--- src/rtl/gshare_btb_predictor.sv ---
// gshare_btb_predictor: gshare PHT + tagged BTB + speculative GHR with recovery; `define BP_STATS_EN adds update/mispredict counters
module gshare_btb_predictor #(
  parameter int PC_W      = 32,
  parameter int IDX_W     = 8,
  parameter int GHR_W     = 8,
  parameter int BTB_IDX_W = 6,
  parameter int TAG_W     = 8
) (
  input  logic             clk,
  input  logic             rst,
  output logic             ready,
  input  logic             fetch_valid,
  input  logic [PC_W-1:0]  fetch_pc,
  output logic             pred_hit,
  output logic             pred_taken,
  output logic [PC_W-1:0]  pred_target,
  output logic [GHR_W-1:0] pred_ghr,
  input  logic             upd_valid,
  input  logic [PC_W-1:0]  upd_pc,
  input  logic [GHR_W-1:0] upd_ghr,
  input  logic             upd_is_cond,
  input  logic             upd_taken,
  input  logic [PC_W-1:0]  upd_target,
  input  logic             upd_mispredict
`ifdef BP_STATS_EN
  ,
  output logic [31:0]      stat_branches,
  output logic [31:0]      stat_mispredicts
`endif
);
  localparam int PTR_W = (IDX_W > BTB_IDX_W) ? IDX_W : BTB_IDX_W;
  localparam int PHT_N = 1 << IDX_W;
  localparam int BTB_N = 1 << BTB_IDX_W;

  typedef enum logic {INIT, RUN} state_e;

  state_e             state_q;
  logic [PTR_W-1:0]   ptr_q;
  logic               ready_q;
  logic [GHR_W-1:0]   ghr_q, ghr_d;
  logic [1:0]         pht_q [PHT_N];
  logic [BTB_N-1:0]   valid_q, uncond_q;
  logic [TAG_W-1:0]   tag_q [BTB_N];
  logic [PC_W-1:0]    target_q [BTB_N];

  logic [IDX_W-1:0]     f_pidx, u_pidx;
  logic [BTB_IDX_W-1:0] f_bidx, u_bidx;
  logic [TAG_W-1:0]     f_tag, u_tag;
  logic [1:0]           ctr, cnt_d;
  logic                 upd_on, pht_we, btb_we, recover, spec_shift;

  assign f_pidx = fetch_pc[IDX_W+1:2] ^ IDX_W'(ghr_q);
  assign f_bidx = fetch_pc[BTB_IDX_W+1:2];
  assign f_tag  = fetch_pc[TAG_W+BTB_IDX_W+1:BTB_IDX_W+2];
  assign u_pidx = upd_pc[IDX_W+1:2] ^ IDX_W'(upd_ghr);
  assign u_bidx = upd_pc[BTB_IDX_W+1:2];
  assign u_tag  = upd_pc[TAG_W+BTB_IDX_W+1:BTB_IDX_W+2];

  assign ready       = ready_q;
  assign pred_hit    = ready_q & valid_q[f_bidx] & (tag_q[f_bidx] == f_tag);
  assign pred_taken  = pred_hit & (uncond_q[f_bidx] | pht_q[f_pidx][1]);
  assign pred_target = pred_hit ? target_q[f_bidx] : '0;
  assign pred_ghr    = ghr_q;

  assign upd_on     = ready_q & upd_valid;
  assign pht_we     = upd_on & upd_is_cond;
  assign btb_we     = upd_on & upd_taken;
  assign recover    = upd_on & upd_mispredict;
  assign spec_shift = ready_q & fetch_valid & pred_hit & ~uncond_q[f_bidx];
  assign ctr        = pht_q[u_pidx];

  // Saturating counter step and GHR next state (recovery beats speculation)
  always_comb begin
    cnt_d = upd_taken ? ((ctr == 2'b11) ? ctr : ctr + 2'd1)
                      : ((ctr == 2'b00) ? ctr : ctr - 2'd1);
    ghr_d = recover    ? (upd_is_cond ? ((upd_ghr << 1) | GHR_W'(upd_taken)) : upd_ghr) :
            spec_shift ? ((ghr_q << 1) | GHR_W'(pred_taken)) : ghr_q;
  end

  // Init sweep FSM: one table entry cleared per cycle, ready raised on entering RUN
  always_ff @(posedge clk or negedge rst) begin
    if (!rst) begin
      state_q <= INIT;
      ptr_q   <= '0;
      ready_q <= 1'b0;
    end else if (state_q == INIT) begin
      ptr_q <= ptr_q + PTR_W'(1);
      if (ptr_q == '1) begin
        state_q <= RUN;
        ready_q <= 1'b1;
      end
    end
  end

  // Global history register; held at zero through INIT because ready_q gates both sources
  always_ff @(posedge clk or negedge rst) begin
    if (!rst) ghr_q <= '0;
    else      ghr_q <= ghr_d;
  end

  // Table storage: cleared by the sweep, trained from resolution once running
  always_ff @(posedge clk) begin
    if (state_q == INIT) begin
      pht_q[ptr_q[IDX_W-1:0]]       <= 2'b01;
      valid_q[ptr_q[BTB_IDX_W-1:0]] <= 1'b0;
    end else begin
      if (pht_we) pht_q[u_pidx] <= cnt_d;
      if (btb_we) begin
        valid_q[u_bidx]  <= 1'b1;
        uncond_q[u_bidx] <= ~upd_is_cond;
        tag_q[u_bidx]    <= u_tag;
        target_q[u_bidx] <= upd_target;
      end
    end
  end

`ifdef BP_STATS_EN
  logic [31:0] stat_br_q, stat_mp_q;

  assign stat_branches    = stat_br_q;
  assign stat_mispredicts = stat_mp_q;

  // Saturating resolution counters
  always_ff @(posedge clk or negedge rst) begin
    if (!rst) begin
      stat_br_q <= '0;
      stat_mp_q <= '0;
    end else if (upd_on) begin
      if (stat_br_q != '1) stat_br_q <= stat_br_q + 32'd1;
      if (upd_mispredict && stat_mp_q != '1) stat_mp_q <= stat_mp_q + 32'd1;
    end
  end
`endif
endmodule

--- config.mk ---
export PLATFORM = sky130hd
export DESIGN_NAME = gshare_btb_predictor
export DESIGN_NICKNAME = d
export VERILOG_FILES = /design/src/rtl/gshare_btb_predictor.sv
export SDC_FILE = /design/constraint.sdc
export NUM_CORES = 2
export LEC_CHECK = 0
export CAP_MARGIN = 30
export CORE_ASPECT_RATIO = 0.8
export CORE_MARGIN = 8
export CORE_UTILIZATION = 48
export CTS_CLUSTER_SIZE = 8
export DETAILED_ROUTE_END_ITERATION = 8
export SYNTH_ARGS = -nofsm -noshare
export SYNTH_HDL_FRONTEND = slang
export SYNTH_SLANG_ARGS = --single-unit
--- constraint.sdc ---
create_clock -name clk -period 14.2 [get_ports clk]
set_input_delay 2.84 -clock clk [delete_from_list [all_inputs] [get_ports clk]]
set_output_delay 2.84 -clock clk [all_outputs]
set_load 0.005 [all_outputs]
==> impl_metrics.tcl <==
set metrics [dict create \
    status "complete, no violations" \
    finClkSkew_ns 0.0800 \
    crit_arrival_ns 9.17 \
    synth_seq_area_share_pct 75.2 \
    cts_setup_buffers 0 \
    min_period_over_period_pct 84.5 \
    clk_pin_slew_ns 0.05 \
    powerDensity_mw_per_mm2 140 \
    synth_fa_ha_area_share_pct 0.0175 \
    antenna_left 0 \
    gr-total-overflow 0 \
    die_h_um 478 \
    synthTopCellsByArea "edfxtp_1 75%, mux4_2 17%, nor2_1 1.1%" \
    die_area_mm2 0.284 \
    whs_ns 0.593 \
    grt_pass1_wl_um 512000 \
    grt_pass1_vias 65900 \
    start_util_pct 48.3 \
    synthesis.nets 6036 \
    via_per_inst 6.70 \
    ioPinCount 154 \
    h-tree-depth 5 \
    cts_tree "done" \
    worstSetupStartpointType "input pin" \
    drc 0 \
    synthSimpleGateAreaFrac_pct 2.65 \
    nets 6491 \
    wl_per_cell_um 37.1 \
    rrSetupSlack_ns 9.63 \
    maxSlewViolCount 0 \
    setup_tns_ns 0 \
    synthCells 5924 \
    avgSynthCellArea_um2 21.7 \
    synth-edff-count 3200 \
    timing.slew.headroom_pct 22.5 \
    synthFlopType "edfxtp_1" \
    ctsResizeCount 0 \
    track_usage_pct 25.4 \
    grt_max_degree 237 \
    dr.pass1.iters 6 \
    fin_cells 9942 \
    drt_iter0_drc 9956 \
    num_rows 169 \
    ir_drop_mv 0.0999 \
    hold_buffers 0 \
    async_flop_share_pct 0.559 \
    antenna_found_initial 23 \
    crit_path_end_kind "output port" \
    hold_viol 0 \
    die_w_um 594 \
    synth-xor-area-share_pct 0.279 \
    clock.fmax_ghz 0.0833 \
    final_cell_mix "3200 x edfxtp_1, 986 x mux4_2, 449 x clkbuf_16, 311 x nor2_1, 176 x buf_4" \
    cap_viol_max_count 0 \
    synth_compound_area_share_pct 2.23 \
    gp_congestion 0.828 \
    totalWireLength_um 369000 \
    synth_area_mm2 0.128 \
    critPathMaxFanout 69 \
    core_mm2 0.266 \
    ys_types 72 \
    synth_seq_cells 3218 \
    p_leak_uw 0.0454 \
    insertion_delay_ns 0.91 \
    synthMuxAreaShare_pct 18.2 \
    final_layout_size_suffix_gt1_share_pct 28.8 \
    cts_made_buffers 444 \
    crit_type "input pin to output port" \
    cts_sinks 3218 \
    dr_total_vias 66600 \
    dp_hpwl_um 202000 \
    synth_largest_area_cell "edfxtp_1" \
    area_delta_synth_final_pct 14.5 \
    power_uw 20600 \
    synth_top_family_by_area "multiplexers" \
    dp.cells 9413 \
    final_common_cell "edfxtp_1" \
    rsz0062_at_grt "false" \
    cts_root_buf "clkbuf_16" \
    yosysWarnings 0 \
    worst_pin_slew_ns 1.16 \
    setup_viol 0 \
    synth_top_area_share_pct 74.9 \
    port_buffers 117 \
    min_path_type "register to register" \
    clockBufferDepth 4 \
    fin_crit_ns 12.01 \
    cp_data_required_time_ns 11.36 \
]
kinds of logic (layout without fill, tap and decap cells):
kind of cell             after synthesis  in the layout
AND/OR/NAND/NOR                      763            763
multiplexers                        1087           1087
XOR/XNOR                              40             40
AO/OA/AOI/OAI                        453            453
adder cells (fa/ha/maj)                2              2
flip-flops                          3218           3218
other                                  0             13
buffers and inverters                361            861
stage by stage:
step,instance area [µm²],util [%],setup slack [ns]
final,147000,55.3,2.19
after floorplan,128000,-,0.605
after detailed placement,135000,50.8,2.33
after global placement,134000,50.5,2.30
after global routing,147000,55.3,2.09
after CTS,146000,55.1,2.29
critical path, cell delays in order:
cell and delay (ns):
buf_8 0.53, buf_4 0.73, mux4_2 0.59, mux2_2 0.29, a221oi_1 0.86, nor3_1 0.14, nor3b_1 0.23, and4b_2 0.61
nand2_2 0.52, a211oi_1 0.87, clkdlybuf4s50_1 0.66
path summary, 6_finish.rpt:
check,startpoint,endpoint,cells past startpoint
worst min-delay path,ptr_q[7]$_DFFE_PN0N_,ptr_q[7]$_DFFE_PN0N_,1
min in group asynchronous,rst,pred_ghr[2]$_DFFE_PN0P_,1
max in group asynchronous,rst,ptr_q[3]$_DFFE_PN0N_,2
worst max-delay path,fetch_pc[3],pred_target[9],11
worst max register to register,pht_q[10][0]$_DFFE_PP_,pht_q[252][0]$_DFFE_PP_,10
worst min register to register,ptr_q[7]$_DFFE_PN0N_,ptr_q[7]$_DFFE_PN0N_,1
synthesized netlist by cell type (11+ instances only):
library cell and instances:
mux2i_1 80, o21ai_0 134, dfrtp_1 18, nand2_1 168, o211ai_1 11, buf_1 21, nor2_1 379, buf_2 104
a21oi_1 109, nor3b_1 11, buf_6 19, nor2b_1 26, mux4_2 986, nor3_1 19, and3_1 35, inv_1 13
mux2_2 14, buf_4 36, a22oi_1 74, xor2_1 19, and2_1 15, edfxtp_1 3200, a221oi_1 11, a31oi_1 15
nand3_1 46, clkbuf_1 163, nand4_1 11, xnor2_1 20, a211oi_1 23
per-layer routing:
metal  track usage, %  wire length, µm  up-vias
met5                0               13        -
met2             37.4           165000     4090
li1                 -                -    25800
met1             38.0           152000    36100
met3             6.70            43000      569
met4             6.47             8990        2
registers in the layout (all words and copies together), names as in the netlist:
signal / count
tag_q: 512
valid_q: 64
target_q: 2048
pred_ghr: 8
state_q: 1
uncond_q: 64
pht_q: 512
ptr_q: 8
ready: 1
report_power, final:
group	leakage [µW]	switching, µW	total, µW	internal (µW)
registers	0.0290	0	10400	10400
logic	0.0107	551	915	364
clock network	0.00568	3690	9220	5520
total	0.0454	4250	20600	16300
cell type report:
type / instances / area (µm²)
diodes: 13 / 32.5
clock buffers: 473 / 11300
clock inverters: 18 / 262
fillers: 19700 / 119000
inverters: 14 / 63.8
multi-input cells: 2345 / 30600
flip-flops and latches: 3218 / 96500
well taps: 3505 / 4390
repair buffers: 356 / 3720
Power figures use the tool's default switching activity.
